$ cat src/rtl/load_store_aligner.sv
`default_nettype none
// ============================================================================
// Module   : load_store_aligner
// Purpose  : Sequential load/store unit that sits between the register file
//            and data memory. It performs byte, halfword and word accesses
//            over a DATA_W-bit memory. Sub-word stores are read-modify-write
//            operations. Loads sign-extend the addressed lanes. The control
//            unit sequences it with a start/done handshake.
// Ports    : clk, rst_n       - clock, asynchronous active-low reset
//            start_i          - request strobe (sampled only when idle)
//            op_i             - 000 LW, 001 LH, 010 LB, 100 SW, 101 SH, 110 SB
//            addr_i           - byte address
//            wdata_i          - store source data
//            busy_o           - transaction in progress (through done cycle)
//            done_o           - one-cycle completion pulse
//            err_o            - misaligned/illegal request, valid with done
//            load_data_o      - sign-extended load result (held until next load)
//            mem_addr_o       - word-aligned memory address
//            mem_re_o         - memory read request
//            mem_we_o         - memory write strobe
//            mem_wdata_o      - memory write data
//            mem_rdata_i      - memory read data
// Revision : 1.0 - initial release
// ============================================================================
module load_store_aligner #(
    parameter int DATA_W  = 32,
    parameter int ADDR_W  = 32,
    parameter int MEM_LAT = 1
) (
    input  logic              clk,
    input  logic              rst_n,
    input  logic              start_i,
    input  logic [2:0]        op_i,
    input  logic [ADDR_W-1:0] addr_i,
    input  logic [DATA_W-1:0] wdata_i,
    output logic              busy_o,
    output logic              done_o,
    output logic              err_o,
    output logic [DATA_W-1:0] load_data_o,
    output logic [ADDR_W-1:0] mem_addr_o,
    output logic              mem_re_o,
    output logic              mem_we_o,
    output logic [DATA_W-1:0] mem_wdata_o,
    input  logic [DATA_W-1:0] mem_rdata_i
);

    localparam int OFF_W = $clog2(DATA_W / 8);
    localparam int CNT_W = (MEM_LAT < 2) ? 1 : $clog2(MEM_LAT + 1);
    localparam logic [CNT_W-1:0] LAT_INIT = CNT_W'(MEM_LAT);

    localparam logic [2:0] OP_SW = 3'b100;
    localparam logic [1:0] SZ_W  = 2'b00;
    localparam logic [1:0] SZ_H  = 2'b01;
    localparam logic [1:0] SZ_B  = 2'b10;

    typedef enum logic [1:0] {
        ST_IDLE  = 2'd0,
        ST_READ  = 2'd1,
        ST_WRITE = 2'd2,
        ST_DONE  = 2'd3
    } state_t;

    state_t             state_q, state_d;
    logic [2:0]         op_q, op_d;
    logic [OFF_W-1:0]   off_q, off_d;
    logic [15:0]        wsrc_q, wsrc_d;     // only the low 16 bits feed a merge
    logic [CNT_W-1:0]   cnt_q, cnt_d;
    logic               busy_q, busy_d;
    logic               done_q, done_d;
    logic               err_q, err_d;
    logic               mem_re_q, mem_re_d;
    logic               mem_we_q, mem_we_d;
    logic [ADDR_W-1:0]  mem_addr_q, mem_addr_d;
    logic [DATA_W-1:0]  mem_wdata_q, mem_wdata_d;
    logic [DATA_W-1:0]  load_data_q, load_data_d;

    // ------------------------------------------------------------------------
    // Request decode (evaluated on the raw inputs, used only in IDLE)
    // ------------------------------------------------------------------------
    logic              w_in_illegal;
    logic              w_in_misalign;
    logic [ADDR_W-1:0] w_word_addr;

    assign w_in_illegal  = (op_i[1:0] == 2'b11);
    assign w_in_misalign = ((op_i[1:0] == SZ_H) && addr_i[0]) ||
                           ((op_i[1:0] == SZ_W) && (|addr_i[OFF_W-1:0]));
    assign w_word_addr   = {addr_i[ADDR_W-1:OFF_W], {OFF_W{1'b0}}};

    // ------------------------------------------------------------------------
    // Lane datapath on the latched request
    // ------------------------------------------------------------------------
    logic [OFF_W+2:0]  w_shamt;
    logic [DATA_W-1:0] w_rd_shifted;
    logic [DATA_W-1:0] w_load_ext;
    logic [DATA_W-1:0] w_lane_mask;
    logic [DATA_W-1:0] w_lane_data;
    logic [DATA_W-1:0] w_merged;

    assign w_shamt      = {off_q, 3'b000};
    assign w_rd_shifted = mem_rdata_i >> w_shamt;

    // Addressed lanes are shifted down to bit 0, then sign-extended.
    always_comb begin
        w_load_ext = w_rd_shifted;
        case (op_q[1:0])
            SZ_H: begin
                w_load_ext       = {DATA_W{w_rd_shifted[15]}};
                w_load_ext[15:0] = w_rd_shifted[15:0];
            end
            SZ_B: begin
                w_load_ext      = {DATA_W{w_rd_shifted[7]}};
                w_load_ext[7:0] = w_rd_shifted[7:0];
            end
            default: w_load_ext = w_rd_shifted;
        endcase
    end

    // Store lanes are built at bit 0 and moved up to the addressed offset.
    always_comb begin
        w_lane_mask = '0;
        w_lane_data = '0;
        if (op_q[1:0] == SZ_H) begin
            w_lane_mask[15:0] = '1;
            w_lane_data[15:0] = wsrc_q;
        end else begin
            w_lane_mask[7:0]  = '1;
            w_lane_data[7:0]  = wsrc_q[7:0];
        end
    end

    assign w_merged = (mem_rdata_i & ~(w_lane_mask << w_shamt)) |
                      (w_lane_data << w_shamt);

    // ------------------------------------------------------------------------
    // Next-state and registered-output logic
    // ------------------------------------------------------------------------
    always_comb begin
        state_d     = state_q;
        op_d        = op_q;
        off_d       = off_q;
        wsrc_d      = wsrc_q;
        cnt_d       = cnt_q;
        busy_d      = busy_q;
        done_d      = 1'b0;
        err_d       = 1'b0;
        mem_re_d    = 1'b0;
        mem_we_d    = 1'b0;
        mem_addr_d  = mem_addr_q;
        mem_wdata_d = mem_wdata_q;
        load_data_d = load_data_q;

        case (state_q)
            ST_IDLE: begin
                busy_d = 1'b0;
                if (start_i) begin
                    op_d   = op_i;
                    off_d  = addr_i[OFF_W-1:0];
                    wsrc_d = wdata_i[15:0];
                    busy_d = 1'b1;
                    if (w_in_illegal || w_in_misalign) begin
                        // Rejected without touching memory.
                        state_d = ST_DONE;
                        done_d  = 1'b1;
                        err_d   = 1'b1;
                    end else begin
                        mem_addr_d = w_word_addr;
                        if (op_i == OP_SW) begin
                            state_d     = ST_WRITE;
                            mem_we_d    = 1'b1;
                            mem_wdata_d = wdata_i;
                        end else begin
                            state_d  = ST_READ;
                            mem_re_d = 1'b1;
                            cnt_d    = LAT_INIT;
                        end
                    end
                end
            end

            ST_READ: begin
                if (cnt_q == '0) begin
                    // Final read cycle: mem_rdata_i is valid on this edge.
                    if (op_q[2]) begin
                        state_d     = ST_WRITE;
                        mem_we_d    = 1'b1;
                        mem_wdata_d = w_merged;
                    end else begin
                        state_d     = ST_DONE;
                        done_d      = 1'b1;
                        load_data_d = w_load_ext;
                    end
                end else begin
                    cnt_d    = cnt_q - 1'b1;
                    mem_re_d = 1'b1;
                end
            end

            ST_WRITE: begin
                state_d = ST_DONE;
                done_d  = 1'b1;
            end

            ST_DONE: begin
                state_d = ST_IDLE;
                busy_d  = 1'b0;
            end

            default: begin
                state_d = ST_IDLE;
                busy_d  = 1'b0;
            end
        endcase
    end

    always_ff @(posedge clk or negedge rst_n) begin
        if (!rst_n) begin
            state_q     <= ST_IDLE;
            op_q        <= '0;
            off_q       <= '0;
            wsrc_q      <= '0;
            cnt_q       <= '0;
            busy_q      <= 1'b0;
            done_q      <= 1'b0;
            err_q       <= 1'b0;
            mem_re_q    <= 1'b0;
            mem_we_q    <= 1'b0;
            mem_addr_q  <= '0;
            mem_wdata_q <= '0;
            load_data_q <= '0;
        end else begin
            state_q     <= state_d;
            op_q        <= op_d;
            off_q       <= off_d;
            wsrc_q      <= wsrc_d;
            cnt_q       <= cnt_d;
            busy_q      <= busy_d;
            done_q      <= done_d;
            err_q       <= err_d;
            mem_re_q    <= mem_re_d;
            mem_we_q    <= mem_we_d;
            mem_addr_q  <= mem_addr_d;
            mem_wdata_q <= mem_wdata_d;
            load_data_q <= load_data_d;
        end
    end

    assign busy_o      = busy_q;
    assign done_o      = done_q;
    assign err_o       = err_q;
    assign load_data_o = load_data_q;
    assign mem_addr_o  = mem_addr_q;
    assign mem_re_o    = mem_re_q;
    assign mem_we_o    = mem_we_q;
    assign mem_wdata_o = mem_wdata_q;

endmodule
`default_nettype wire

$ cat config.mk
export PLATFORM = sky130hd
export DESIGN_NAME = load_store_aligner
export DESIGN_NICKNAME = d
export VERILOG_FILES = /design/src/rtl/load_store_aligner.sv
export SDC_FILE = /design/constraint.sdc
export NUM_CORES = 1
export LEC_CHECK = 0
export CORE_MARGIN = 8
export CORE_UTILIZATION = 50
export CTS_CLUSTER_SIZE = 40
export DETAILED_ROUTE_END_ITERATION = 8
export PLACE_DENSITY = 0.84
export SYNTH_ARGS = -nofsm -noshare
export SYNTH_HDL_FRONTEND = slang
export SYNTH_SLANG_ARGS = --single-unit
$ cat constraint.sdc
create_clock -name clk -period 6.1 [get_ports clk]
set_input_delay 0.915 -clock clk [delete_from_list [all_inputs] [get_ports clk]]
set_output_delay 0.915 -clock clk [all_outputs]
set_load 0.005 [all_outputs]
# Yosys cells after proc, flatten, opt, wreduce, memory -nomap -nowiden
# Cells that the tools add are included.
[totals] reg_bits=123 input_bits=102 output_inout_bits=101 elab_cells=91
[classes] addsub=1 n_eq_ne=14 shifts=3 muxes=39 n_bitwise=6 reduce_logical=15
[ops] cell="32-bit 2-to-1 mux" n=5
[ops] cell="32-bit case mux with 2 select lines" n=2
[ops] cell="16-bit by 5-bit << shifter with 32-bit output" n=2
[ops] cell="32-bit bitwise AND" n=1
[ops] cell="32-bit inverter" n=1
[ops] cell="32-bit OR" n=1
[ops] cell="32-bit by 5-bit >> shifter with 32-bit output" n=1
[ops] cell="1-bit 2-to-1 mux" n=20
[ops] cell="8-bit 2-to-1 mux" n=2
[ops] cell="2-bit != test (second input constant)" n=6
[ops] cell="2-bit == test (second input constant)" n=4
[ops] cell="2-bit 2-to-1 mux" n=4
[ops] cell="1-bit case mux with 2 select lines" n=4
[ops] cell="2-bit case mux with 4 select lines" n=1
[ops] cell="2-bit by 1-bit == test with 1-bit output (second input constant)" n=3
[ops] cell="3-bit AND reduction" n=2
[ops] cell="6-bit AND reduction" n=1
[ops] cell="2-bit logical NOT" n=2
[ops] cell="2-bit AND reduction" n=2
[ops] cell="4-bit AND reduction" n=1
[ops] cell="2-bit nonzero test" n=2
[ops] cell="3-bit == test (second input constant)" n=1
[ops] cell="1-bit inverter" n=3
[ops] cell="1-bit case mux with 3 select lines" n=1
[ops] cell="other kinds (4)" n=6

# Longest topological paths before layout
[logic_depth] word_depth=9 mapped_depth=8 ltp_nobuf=6

# Least setup slack after synthesis
# No wires, ideal clock.
[synth_path] kind="input to register" from="in op_i[1]" to="reg mem_wdata_q[30], in the netlist mem_wdata_o[30]" setup_ps=128 t_arrival_ps=2138 t_required_ps=5972 slack_ps=3834 stages=5 n_path_buf=1 path_cell_list="nor3_2 nand4b_1 a211oi_2 buf_6 mux2_1"
[synth_between] elab_chain_cells=6 word_cells_on_any_way=11 classes_between="eq/ne (5); reduce/logical (6)"
[synth_lines] item="start, declared" line_no="33" rtl="input logic [2:0] op_i,"
[synth_lines] item="2-bit by 1-bit == test with 1-bit output / 2-bit logical NOT (equally long branches)" line_no="85, 86"
[synth_lines] item="1-bit logical AND (on tied branches)" line_no="85, 86"
[synth_lines] item="1-bit logical OR" line_no="85" rtl="assign w_in_misalign = ((op_i[1:0] == SZ_H) && addr_i[0]) ||"
[synth_lines] item="1-bit logical OR" line_no="160" rtl="if (w_in_illegal || w_in_misalign) begin"
[synth_lines] item="2-bit != test (no line)"
[synth_lines] item="6-bit AND reduction (no line) *"
[synth_lines] item="end signal, assigned" line_no="242" rtl="mem_wdata_q <= mem_wdata_d;"
[synth_lines] item="end, declared" line_no="74" rtl="logic [DATA_W-1:0] mem_wdata_q, mem_wdata_d;"
# Every way passes the cells marked *; elsewhere a longest branch is shown, timed or not.
# A chain may end at the register's enable or synchronous reset.

# Final worst setup path
[layout_path] from="reg state_q[1]" to="reg mem_wdata_q[21], in the netlist mem_wdata_o[21]"
[layout_between] elab_chain_cells=3 word_cells_on_any_way=10 classes_between="eq/ne (6); mux (1); reduce/logical (3)"
[layout_lines] item="start, declared" line_no="63" rtl="state_t state_q, state_d;"
[layout_lines] item="start signal, assigned" line_no="231" rtl="state_q <= state_d;"
[layout_lines] item="2-bit by 1-bit == test with 1-bit output / 2-bit logical NOT (equally long branches)" line_no="152" rtl="case (state_q)"
[layout_lines] item="2-bit != test (no line) / 2-bit nonzero test (equally long branches)"
[layout_lines] item="6-bit AND reduction (no line)"
# Parallel ways exist; a longest one is shown, timed or not.

==> impl_metrics.ini <==
[critical_path]
cp_slowest_cell = nor3_1
cp.arrival_ns = 3.33
rr_worst_depth = 7
reg2reg_to = mem_wdata_o[21]
worst_setup_path_start_kind = flip-flop
path_common_cell = inv_1
cp-startpoint = state_q[1]
crit_path_cell_trace = inv_1 > ha_1 > buf_4 > inv_1 > nor3_1 > a221o_1 > mux2_2
r2r_start = state_q[1]
path_delay_family = buffers and inverters
end_kind = flip-flop
r2r_slack_ns = 3.13
worstPathMaxFanout = 48
slowest_delay_ns = 0.89
cp_num_buf_inv = 3
crit_type = flip-flop to flip-flop
required_ns = 6.46

[floorplanning]
core_area_sq_um = 12000
die_area_sq_um = 16100
die_width_um = 127
initial_utilization_pct = 51.3
rows = 40
io_pins = 203
die_h_um = 127

[power]
p_total_uw = 4880
p_leak_uw = 0.00375
ir_worst_vdd_v = 0.000325
power_density_nw_per_um2 = 555

[routing]
drtIter0Drc = 500
avgViaCountPerCell = 5.88
drcViolationCount = 0
antenna_left = 0
first_pass_iters = 7
wirelength_mm = 20.1
wl_per_cell_um = 23.1
vias = 5110

[sta]
report.final.setup_viol = 0
rsz0062_at_grt = no
period_minus_slack_ns = 2.97
tightest_slew_ns = 1.11
fin_skew_ns = 0.00760
fmax_ghz = 0.336
drv_slew = 0
final-hold-violation-count = 0
max_slew_margin_pct = 25.7
finalCritPeriodShare_pct = 48.7
setup_tns_ns = 0

[synth]
ys_types = 46
syn_avg_cell_area_sq_um = 11.9
synth_edf_count = 0
ys_seq_area_share_pct = 50.0
synthFlopType = dfrtp_1
netlist_instances = 518
ys.warnings.count = 0
async_flop_share_pct = 100
ys_ff_latch = 123
synth_area_sq_um = 6160
synth_area_leaders = dfrtp_1 50%, mux2_1 9.0%, mux2_2 7.7%
synth_top_cell_area_share_pct = 50.0
synth_top_area_cell = dfrtp_1

[placement]
place.port_buffers = 200
hpwl_mm = 14.9
place.gp.congestion = 0.905

[clock_network]
clock-sinks = 123
cts_setup_buffers = 0
cts_resized = 0
cts_max_path_buffers = 2
clock_latency_ns = 0.42
cts_hold_buf = 0
h-tree-depth = 4
cts_tree = done
cts_root_buf = clkbuf_16
cts_inserted_buffers = 17
clk_pin_slew_ns = 0.05

[grt]
met2_usage_pct = 42.0
overflow = 0
grt_first_pass_wirelength_mm = 30.6
first_global_vias = 5304
busiest_layer = met2
grt_use_met3_pct = 5.99
grt_max_degree = 89
antenna_found_initial = 0
track_usage_pct = 24.8
met1_usage_pct = 29.6

[min_path]
holdCritStartpoint = mem_addr_o[27]
hp-class = flip-flop to flip-flop
min_to = mem_addr_o[27]
hold_depth = 1

[finish]
final_nets = 819
area_growth_pct = 42.9
antenna_cells = 0
drive_gt1_share_pct = 12.6

[outcome]
outcome = complete, no violations

[run]
cap_violations = 0
## synth_stat cells (2+ instances only)
cell / instances
a211oi_1: 8
a21oi_1: 22
a221o_1: 16
a222oi_1: 8
a31o_1: 3
a31o_2: 5
and2_1: 7
and3_1: 16
buf_1: 2
buf_2: 12
buf_4: 3
buf_6: 4
clkbuf_1: 14
dfrtp_1: 123
ha_1: 7
inv_1: 18
mux2_1: 49
mux2_2: 42
mux2i_1: 37
nand2_1: 8
nand2b_1: 3
nand3b_1: 2
nor2_1: 37
nor2b_1: 18
nor3_1: 2
nor3_2: 2
o21ai_0: 13
o21ai_1: 2
o22a_1: 16
o31ai_1: 3
## stage by stage
| stage | std cells | hold slack (ns) | setup slack, ns | utilization (%) | instance area (sq um) |
|---|---|---|---|---|---|
| 2_1_floorplan | 519 | 0.476 | 3.83 | - | 6160 |
| 3_3_place_gp | 838 | 0.469 | 3.07 | 68.4 | 8220 |
| 3_5_place_dp | 838 | 0.475 | 3.02 | 68.4 | 8220 |
| 4_1_cts | 869 | 0.492 | 3.23 | 73.3 | 8800 |
| 5_1_grt | 869 | 0.507 | 2.93 | 73.3 | 8800 |
| 6_report | 869 | 0.486 | 3.13 | 73.3 | 8800 |
## flip-flops by register name (all words and copies together), names as in the netlist, 2 cells and up
register and cells:
op_q 3, load_data_o 32, mem_addr_o 30, state_q 2
wsrc_q 16, off_q 2, mem_wdata_o 32
## how the worst max path moves through the flow
stage                                  to  cells after the start
after floorplan           mem_wdata_o[30]                      5
after global placement    mem_wdata_o[21]                      6
after detailed placement  mem_wdata_o[22]                      6
after CTS                 mem_wdata_o[21]                      7
after global routing      mem_wdata_o[18]                      7
final                     mem_wdata_o[21]                      7
## cell usage in the layout, fill, tap and decap left out, types with 2 or more instances in the layout
master	n
and3_1	16
clkbuf_16	17
conb_1	2
ha_1	7
nand2_1	8
clkbuf_1	3
bufinv_16	2
clkbuf_8	4
clkdlybuf4s50_1	199
mux2_1	49
nor3_2	2
a31o_1	3
a221o_1	16
o21ai_0	13
clkinv_2	3
o31ai_1	3
a31o_2	5
mux2_2	42
clkinvlp_4	2
mux2i_1	37
nand3b_1	2
and2_1	7
nor2_1	37
inv_1	18
nor3_1	2
a21oi_1	22
dfrtp_1	122
a211oi_1	8
a222oi_1	8
o21ai_1	2
nor2b_1	18
nand2b_1	3
o22a_1	16
buf_4	8
## per-layer routing
| layer | share of wire [%] | wire, um |
|---|---|---|
| met4 | 2.8 | 568 |
| met1 | 39 | 7820 |
| met2 | 52 | 10400 |
| met5 | 0 | 0 |
| met3 | 6.4 | 1290 |
## cell type report
cell class	count	area [sq um]
clock inverters	7	90.1
flip-flops and latches	123	3080
repair buffers	207	2050
multi-input cells	343	2840
inverters	18	67.6
well taps	147	184
clock buffers	24	492
fillers	834	3210
## where the power goes
part	leakage [uW]	internal, uW	switching, uW	total [uW]
combinational	0.00201	1310	1010	2310
sequential	0.00146	1240	339	1580
clock	0.000282	640	352	991
total	0.00375	3180	1700	4880
## cell families after synthesis
kind of cell             count (synthesis)  synth area share, %
flip-flops                             123                 50.0
AND/OR/NAND/NOR                        103                 9.02
multiplexers                           128                 22.7
adder cells (fa/ha/maj)                  7                 1.42
other                                    1               0.0609
buffers and inverters                   53                 4.15
AO/OA/AOI/OAI                          103                 12.7
Note: power is estimated with default switching activity, not from simulation.
